<file path="config.mk">
export PLATFORM = sky130hd
export DESIGN_NAME = nv_nvdla_sdp_pack_arb
export DESIGN_NICKNAME = d
export VERILOG_FILES = /design/src/rtl/nv_nvdla_sdp_pack_arb.sv
export SDC_FILE = /design/constraint.sdc
export NUM_CORES = 1
export LEC_CHECK = 0
export CAP_MARGIN = 20
export CORE_AREA = 2 2 614 616
export DETAILED_ROUTE_END_ITERATION = 6
export DIE_AREA = 0 0 616 618
export HOLD_SLACK_MARGIN = 0.06
export MAX_ROUTING_LAYER = met4
export PLACE_DENSITY = 0.3
export SYNTH_ARGS = -nofsm -noshare
export SYNTH_HDL_FRONTEND = slang
export SYNTH_SLANG_ARGS = --single-unit
</file>
<file path="constraint.sdc">
create_clock -name nvdla_core_clk -period 15.64 [get_ports nvdla_core_clk]
set_input_delay 3.128 -clock nvdla_core_clk [delete_from_list [all_inputs] [get_ports nvdla_core_clk]]
set_output_delay 3.128 -clock nvdla_core_clk [all_outputs]
set_load 0.03 [all_outputs]
</file>
<file path="src/rtl/nv_nvdla_sdp_pack_arb.sv">
// Two-requester weighted round-robin arbiter feeding the SDP wide-to-narrow pack unit.
// A grant stays locked until the burst's last word, so the pack unit never sees interleaved bursts.
module nv_nvdla_sdp_pack_arb #(
    parameter int unsigned IW = 512,
    parameter int unsigned WW = 4
) (
    input  logic          nvdla_core_clk,
    input  logic          nvdla_core_rstn,
    input  logic [WW-1:0] cfg_weight0,
    input  logic [WW-1:0] cfg_weight1,
    input  logic          req0_pvld,
    input  logic [IW-1:0] req0_pdata,
    input  logic          req0_last,
    output logic          req0_prdy,
    input  logic          req1_pvld,
    input  logic [IW-1:0] req1_pdata,
    input  logic          req1_last,
    output logic          req1_prdy,
    output logic          out_pvld,
    output logic [IW-1:0] out_pdata,
    output logic          out_id,
    output logic          out_last,
    input  logic          out_prdy,
    output logic          arb_idle
);

    typedef enum logic [0:0] {StIdle, StLock} state_e;

    state_e        state;
    logic          lock_id;
    logic          ptr;
    logic [WW-1:0] bcnt;

    logic          stage_en;
    logic          gnt0;
    logic          gnt1;
    logic          acc0;
    logic          acc1;
    logic          acc;
    logic          acc_id;
    logic          acc_last;
    logic [WW-1:0] w_raw;
    logic [WW:0]   w_eff;
    logic [WW:0]   bcnt_inc;

    assign stage_en = !out_pvld | out_prdy;

    always_comb begin
        gnt0 = 1'b0;
        gnt1 = 1'b0;
        if (state == StLock) begin
            gnt0 = !lock_id;
            gnt1 = lock_id;
        end else if (req0_pvld && req1_pvld) begin
            gnt0 = !ptr;
            gnt1 = ptr;
        end else begin
            gnt0 = req0_pvld;
            gnt1 = req1_pvld;
        end
    end

    // Ready is offered on grant alone, so a locked requester that drops pvld leaves a bubble.
    assign req0_prdy = gnt0 & stage_en;
    assign req1_prdy = gnt1 & stage_en;

    assign acc0     = req0_pvld & req0_prdy;
    assign acc1     = req1_pvld & req1_prdy;
    assign acc      = acc0 | acc1;
    assign acc_id   = acc1;
    assign acc_last = acc1 ? req1_last : req0_last;

    assign w_raw    = acc_id ? cfg_weight1 : cfg_weight0;
    assign w_eff    = (w_raw == '0) ? (WW+1)'(1) : {1'b0, w_raw};
    assign bcnt_inc = {1'b0, bcnt} + (WW+1)'(1);

    always_ff @(posedge nvdla_core_clk or negedge nvdla_core_rstn) begin
        if (!nvdla_core_rstn) begin
            state    <= StIdle;
            lock_id  <= 1'b0;
            ptr      <= 1'b0;
            bcnt     <= '0;
            out_pvld <= 1'b0;
            out_id   <= 1'b0;
            out_last <= 1'b0;
        end else begin
            if (acc) begin
                if (acc_last) begin
                    state <= StIdle;
                    // A win by a non-pointer requester hands the pointer over unconditionally.
                    if ((acc_id != ptr) || (bcnt_inc >= w_eff)) begin
                        ptr  <= !acc_id;
                        bcnt <= '0;
                    end else begin
                        bcnt <= bcnt_inc[WW-1:0];
                    end
                end else begin
                    state   <= StLock;
                    lock_id <= acc_id;
                end
            end
            if (stage_en) begin
                out_pvld <= acc;
                if (acc) begin
                    out_id   <= acc_id;
                    out_last <= acc_last;
                end
            end
        end
    end

    always_ff @(posedge nvdla_core_clk) begin
        if (acc) begin
            out_pdata <= acc_id ? req1_pdata : req0_pdata;
        end
    end

    assign arb_idle = (state == StIdle) & !out_pvld;

endmodule

</file>
==> flow_metrics.py, run 1 <==
metrics = {
    "worst_setup_path": {
        "critPathMaxFanout": 8,
        "endpoint_kind": "output pin",
        "cp_common_cell": "clkdlybuf4s50_1",
        "slowest_stage": "clkdlybuf4s50_1",
        "cp_cell_sequence": "clkdlybuf4s50_1 -> nand2b_1 -> o21ai_4 -> and2_1 -> clkdlybuf4s50_1",
        "critPathLaunch": "req1_pvld",
        "critPathKind": "in -> out",
        "rr_worst_depth": 7,
        "reg2reg_from": "state",
        "arrival_ps": 5190,
        "reg2reg_setup_slack_ps": 11070,
        "worstPathRequired_ps": 12510,
        "cp-start-kind": "input pin",
        "reg2reg_to": "out_pdata[385]",
        "max_stage_delay_ps": 730,
        "endpoint": "req1_prdy",
    },
    "power": {
        "powerDensity_nw_per_um2": 148.8,
        "p_leak_nw": 14.92,
        "power.total_mw": 7.009,
        "ir_drop_mv": 0.08401,
    },
    "place": {
        "dp.final_hpwl_mm": 216.6,
        "dp_cells": 7674,
        "io_buffers": 1556,
        "gp_congestion": 0.9763,
        "place_area_sq_um": 44260,
    },
    "die": {
        "die_area_sq_um": 380700,
        "start_util_pct": 6.085,
        "die_width_um": 616,
        "rows": 225,
        "core_area_sq_um": 374100,
        "die_h_um": 618,
        "io_pins": 1557,
    },
    "sta": {
        "worst_pin_slew_ps": 1074,
        "finalSetupViolations": 0,
        "rsz0062_at_grt": "no",
        "min_period_ps": 8321,
        "fin_crit_sh_pct": 53.20,
        "maxSlewViolCount": 0,
        "max_freq_ghz": 0.1202,
        "hold_viol_final": 0,
        "relSlewSlack_pct": 28.39,
        "setup_tns_ps": 0,
        "worst_hold_slack_ps": 518.3,
        "fin_skew_ps": 52.43,
    },
    "drt": {
        "dr.pass1.iters": 4,
        "drt_iter0_markers": 975,
        "detail_route.wl_per_cell_um": 30.90,
        "antenna_left": 0,
        "wl_mm": 244.6,
        "vias_per_cell": 2.411,
        "dr_total_vias": 19082,
        "drc": 0,
    },
    "clocking": {
        "clock_latency_ps": 790,
        "cts_sinks": 522,
        "cts_tree": "built",
        "ctsLongestPathBuffers": 4,
        "numCtsBuffers": 86,
        "cts_root_buf": "clkbuf_16",
        "cts_setup_buffers": 0,
        "hold_buffers": 0,
        "ctsResizeCount": 0,
        "htree_num_levels": 3,
        "clk_pin_slew_ps": 50,
    },
    "layout": {
        "nNetsFinal": 3812,
        "final_cells": 7915,
        "syn_to_final_growth_pct": 106.8,
        "fillers": 42032,
        "fin_area_sq_um": 47090,
        "drive_gt1_share_pct": 21.77,
        "multi_input_area_sq_um": 6603,
        "seqCellArea_sq_um": 15630,
    },
    "global_routing": {
        "grt_pass1_vias": 19568,
        "grt_overflow": 0,
        "grt_pass1_wl_mm": 289.1,
        "grt_use_total_pct": 12.74,
        "grt_max_degree": 132,
        "antenna_found_initial": 306,
    },
    "outcome": {
        "status": "complete, no violations",
    },
    "flow_run": {
        "cap_violations": 0,
    },
    "synth": {
        "syn-cell-area_sq_um": 22770,
        "ys_seq_area_share_pct": 68.63,
        "synthArstFlopShare_pct": 1.916,
        "syn-num-nets": 2211,
        "yosys_warnings": 0,
        "ys_ff_latch": 522,
        "ys.flop_type": "edfxtp_1",
        "syn_area_per_cell_sq_um": 19.51,
        "synth_edf_count": 512,
        "synth_cells": 1167,
        "netlist-cell-type-count": 42,
    },
    "hold_path": {
        "whs_path_depth": 2,
        "hold_path_startpoint": "out_last",
        "hp-class": "reg -> reg",
    },
}
cells in the mapped netlist (all sizes together), types with 2 or more instances:
library cell / n / area share [%]
dfrtp: 10 / 1.1
ha: 5 / 0.27
inv: 8 / 0.13
nor2b: 2 / 0.055
edfxtp: 512 / 68
o211ai: 2 / 0.066
nor3: 5 / 0.11
nand3: 2 / 0.044
nor2: 3 / 0.049
nand2: 10 / 0.16
mux2: 514 / 27
mux2i: 4 / 0.18
nand2b: 4 / 0.11
o21ai: 8 / 0.23
buf: 58 / 2.2
final cells by class:
class                           count  share of cell area (%)
Clock buffer                      116                   4.854
Antenna cell                       92                  0.4889
Clock inverter                     33                  0.6775
Inverter                            8                 0.07970
Sequential cell                   522                   33.18
Tap cell                         4994                   13.27
Timing Repair Buffer             1572                   33.43
Multi-Input combinational cell    578                   14.02
through the flow:
| step | utilization [%] | worst slack [ps] |
|---|---|---|
| floorplan | - | 1213 |
| global placement | 11.83 | 6552 |
| detailed placement | 11.83 | 7271 |
| CTS | 12.53 | 7261 |
| global route | 12.58 | 7214 |
| finish | 12.59 | 7319 |
logic make-up (layout without fill, tap and decap cells):
group	after synthesis	count (layout)	share of synthesized area, %
XOR/XNOR	2	2	0.07695
AND/OR/NAND/NOR	30	30	0.6485
flip-flops	522	522	68.63
adder cells (fa/ha/maj)	5	5	0.2748
multiplexers	518	518	27.25
buffers and inverters	67	1729	2.396
AO/OA/AOI/OAI	23	23	0.7310
other	0	92	0
flip-flops by register name (all words and copies together) (netlist names):
name,flops
bcnt,4
lock_id,1
out_id,1
out_last,1
out_pdata,512
out_pvld,1
ptr,1
state,1
worst max-delay path: cells and delay by family:
family | cells | cell delay, ps
simple gates | 2 | 410
buf+inv | 2 | 1370
compound gates | 1 | 280
worst min path at each step:
stage                           to  slack [ps]
after floorplan            bcnt[1]         480
after global placement     bcnt[1]         510
after detailed placement    out_id         500
after CTS                   out_id         530
after global routing        out_id         550
final                     out_last         520
placed cells by master, fill, tap and decap left out, types with 2 or more instances in the layout:
master | Yosys | final
buf_12 | 1 | 4
buf_4 | 30 | 12
bufinv_16 | 0 | 5
clkbuf_1 | 1 | 29
clkbuf_16 | 0 | 87
clkdlybuf4s50_1 | 0 | 1556
clkinv_1 | 0 | 12
clkinv_2 | 0 | 6
clkinvlp_4 | 0 | 4
dfrtp_1 | 10 | 10
diode_2 | 0 | 92
edfxtp_1 | 512 | 512
ha_1 | 5 | 5
inv_1 | 8 | 7
inv_6 | 0 | 5
mux2_1 | 25 | 25
mux2_2 | 389 | 389
mux2_4 | 100 | 100
mux2i_1 | 4 | 4
nand2_1 | 10 | 10
nand2b_1 | 4 | 4
nand3_1 | 2 | 2
nor2_1 | 3 | 3
nor2b_1 | 2 | 2
nor3_1 | 5 | 5
o211ai_1 | 2 | 2
o21ai_0 | 7 | 7
routing by layer:
metal | track usage (%) | share of wire [%]
met5 | - | 0
met4 | 3.223 | 3.2
met3 | 5.807 | 10
met2 | 22.82 | 52
met1 | 12.41 | 35
power breakdown:
group / internal, mW / total, mW / switching (mW)
combinational: 1.17 / 2.87 / 1.70
sequential: 2.11 / 2.25 / 0.143
clock: 1.10 / 1.89 / 0.788
total: 4.38 / 7.01 / 2.63
(Power assumes the default switching activity.)
==> run 2: changes to the inputs <==
- clock period: 15.64 -> 7.8 ns (I/O delays scaled with it)
==> flow_metrics.py, run 2 (synthesis gave the netlist of run 1 again) <==
metrics = {
    "clocking": {
        "htree_num_levels": 3,
        "cts_sinks": 522,
        "numCtsBuffers": 87,
        "cts_root_buf": "clkbuf_16",
        "cts_setup_buffers": 0,
        "ctsResizeCount": 0,
        "clock_latency_ps": 820,
        "cts_tree": "built",
        "clk_pin_slew_ps": 60,
        "ctsLongestPathBuffers": 4,
        "hold_buffers": 0,
    },
    "drt": {
        "wl_mm": 242.1,
        "dr_total_vias": 19176,
        "dr.pass1.iters": 5,
        "vias_per_cell": 2.422,
        "drt_iter0_markers": 999,
        "antenna_left": 0,
        "detail_route.wl_per_cell_um": 30.58,
        "drc": 0,
    },
    "sta": {
        "rsz0062_at_grt": "no",
        "fin_crit_sh_pct": 67.95,
        "max_freq_ghz": 0.1887,
        "fin_skew_ps": 55.04,
        "worst_hold_slack_ps": 484.6,
        "min_period_ps": 5300,
        "maxSlewViolCount": 0,
        "fin_ws_ps": 2500,
        "hold_viol_final": 0,
        "worst_pin_slew_ps": 1177,
        "relSlewSlack_pct": 21.55,
        "finalSetupViolations": 0,
    },
    "layout": {
        "final_cell_mix": "1556 x clkdlybuf4s50_1, 512 x edfxtp_1, 389 x mux2_2",
        "fin_area_sq_um": 47230,
        "largest_reg_flops": 512,
        "final_cells": 7918,
        "mostFrequentLayoutCell": "clkdlybuf4s50_1",
        "reg_top3": "out_pdata: 512 flops, bcnt: 4 flops",
        "regMostFlops": "out_pdata",
        "drive_gt1_share_pct": 21.89,
        "syn_to_final_growth_pct": 107.4,
        "nNetsFinal": 3810,
        "fillers": 42053,
    },
    "global_routing": {
        "grt_pass1_vias": 19596,
        "grt_pass1_wl_mm": 286.9,
        "grt_use_total_pct": 12.59,
        "grt_max_degree": 118,
        "grt_overflow": 0,
        "antenna_found_initial": 281,
    },
    "worst_setup_path": {
        "cp_common_cell": "clkdlybuf4s50_1",
        "critPathMaxFanout": 8,
        "slowest_stage": "clkdlybuf4s50_1",
        "cp-start-kind": "input pin",
        "arrival_ps": 3740,
        "endpoint_kind": "output pin",
        "worstPathRequired_ps": 6240,
        "cp_top_family": "buffers and inverters",
        "cp_cell_sequence": "clkdlybuf4s50_1 -> nand2b_1 -> o21ai_4 -> and2_1 -> clkdlybuf4s50_1",
        "critPathKind": "in -> out",
        "worst-path-buf-inv": 2,
        "max_stage_delay_ps": 740,
    },
    "die": {
        "die_area_sq_um": 380700,
        "rows": 225,
        "die_h_um": 618,
        "start_util_pct": 6.085,
        "core_area_sq_um": 374100,
        "die_width_um": 616,
        "io_pins": 1557,
    },
    "place": {
        "gp_congestion": 1.043,
        "place_area_sq_um": 44340,
        "io_buffers": 1556,
        "pre_cts_ws_ps": 2361,
        "dp_cells": 7671,
        "dp.final_hpwl_mm": 212.9,
    },
    "power": {
        "powerDensity_nw_per_um2": 300.7,
        "p_leak_nw": 14.96,
        "ir_drop_mv": 0.1784,
    },
    "flow_run": {
        "cap_violations": 0,
    },
    "hold_path": {
        "hp-class": "reg -> reg",
    },
    "outcome": {
        "status": "complete, no violations",
    },
}
[run 2: changes by cell type in the layout (fill, tap and decap cells not counted), moves of 4 or more]
cell / previous run / this run
buf_12: 4 / 10
buf_4: 12 / 3
clkbuf_1: 29 / 25
diode_2: 92 / 96
inv_6: 5 / 1
[run 2: final cells by class]
type	instances	area (sq um)	share of cell area, %
repair buffers	1569	15800	33.45
flip-flops and latches	522	15630	33.08
multi-input cells	578	6635	14.05
well taps	4994	6248	13.23
clock buffers	115	2346	4.967
clock inverters	36	301.5	0.6385
diodes	96	240.2	0.5087
inverters	8	33.78	0.07153
[run 2: per-layer routing]
metal  wire length [um]  global-route usage [%]  up-vias
met5                  0                       -        -
met1              86970                   12.57     9434
met3              23940                   5.704      502
met4               7552                   3.169        0
li1                   -                       -     7966
met2             123600                   22.19     1274
[run 2: per-stage QoR]
step	power (mW)	util (%)	setup TNS (ps)
after global routing	14.80	12.62	0
after floorplan	7.710	-	-1178340
after detailed placement	10.52	11.85	0
final	14.20	12.62	0
after CTS	14.59	12.56	0
after global placement	10.55	11.85	0
[run 2: worst paths after layout]
| check | startpoint | end | slack (ps) | cells past startpoint |
|---|---|---|---|---|
| setup reg to reg | state | bcnt[0] | 4000 | 11 |
| hold / removal | out_last | out_last | 480 | 2 |
| min in group asynchronous | nvdla_core_rstn | out_id | 1150 | 1 |
| hold reg to reg | out_last | out_last | 480 | 2 |
| max in group asynchronous | nvdla_core_rstn | bcnt[0] | 6290 | 1 |
| setup / recovery | req1_pvld | req1_prdy | 2500 | 5 |
[run 2: report_power, final]
| part | leakage (nW) | switching [mW] | internal [mW] |
|---|---|---|---|
| registers | 5.05 | 0.295 | 4.22 |
| clock network | 1.28 | 1.63 | 2.24 |
| logic | 8.63 | 3.45 | 2.37 |
| total | 15.0 | 5.38 | 8.83 |
[run 2: worst min-delay path, cell delays in order (launching register included)]
cell	delay, ps
dfrtp_1	340
nand2_1	50
nand2_1	60
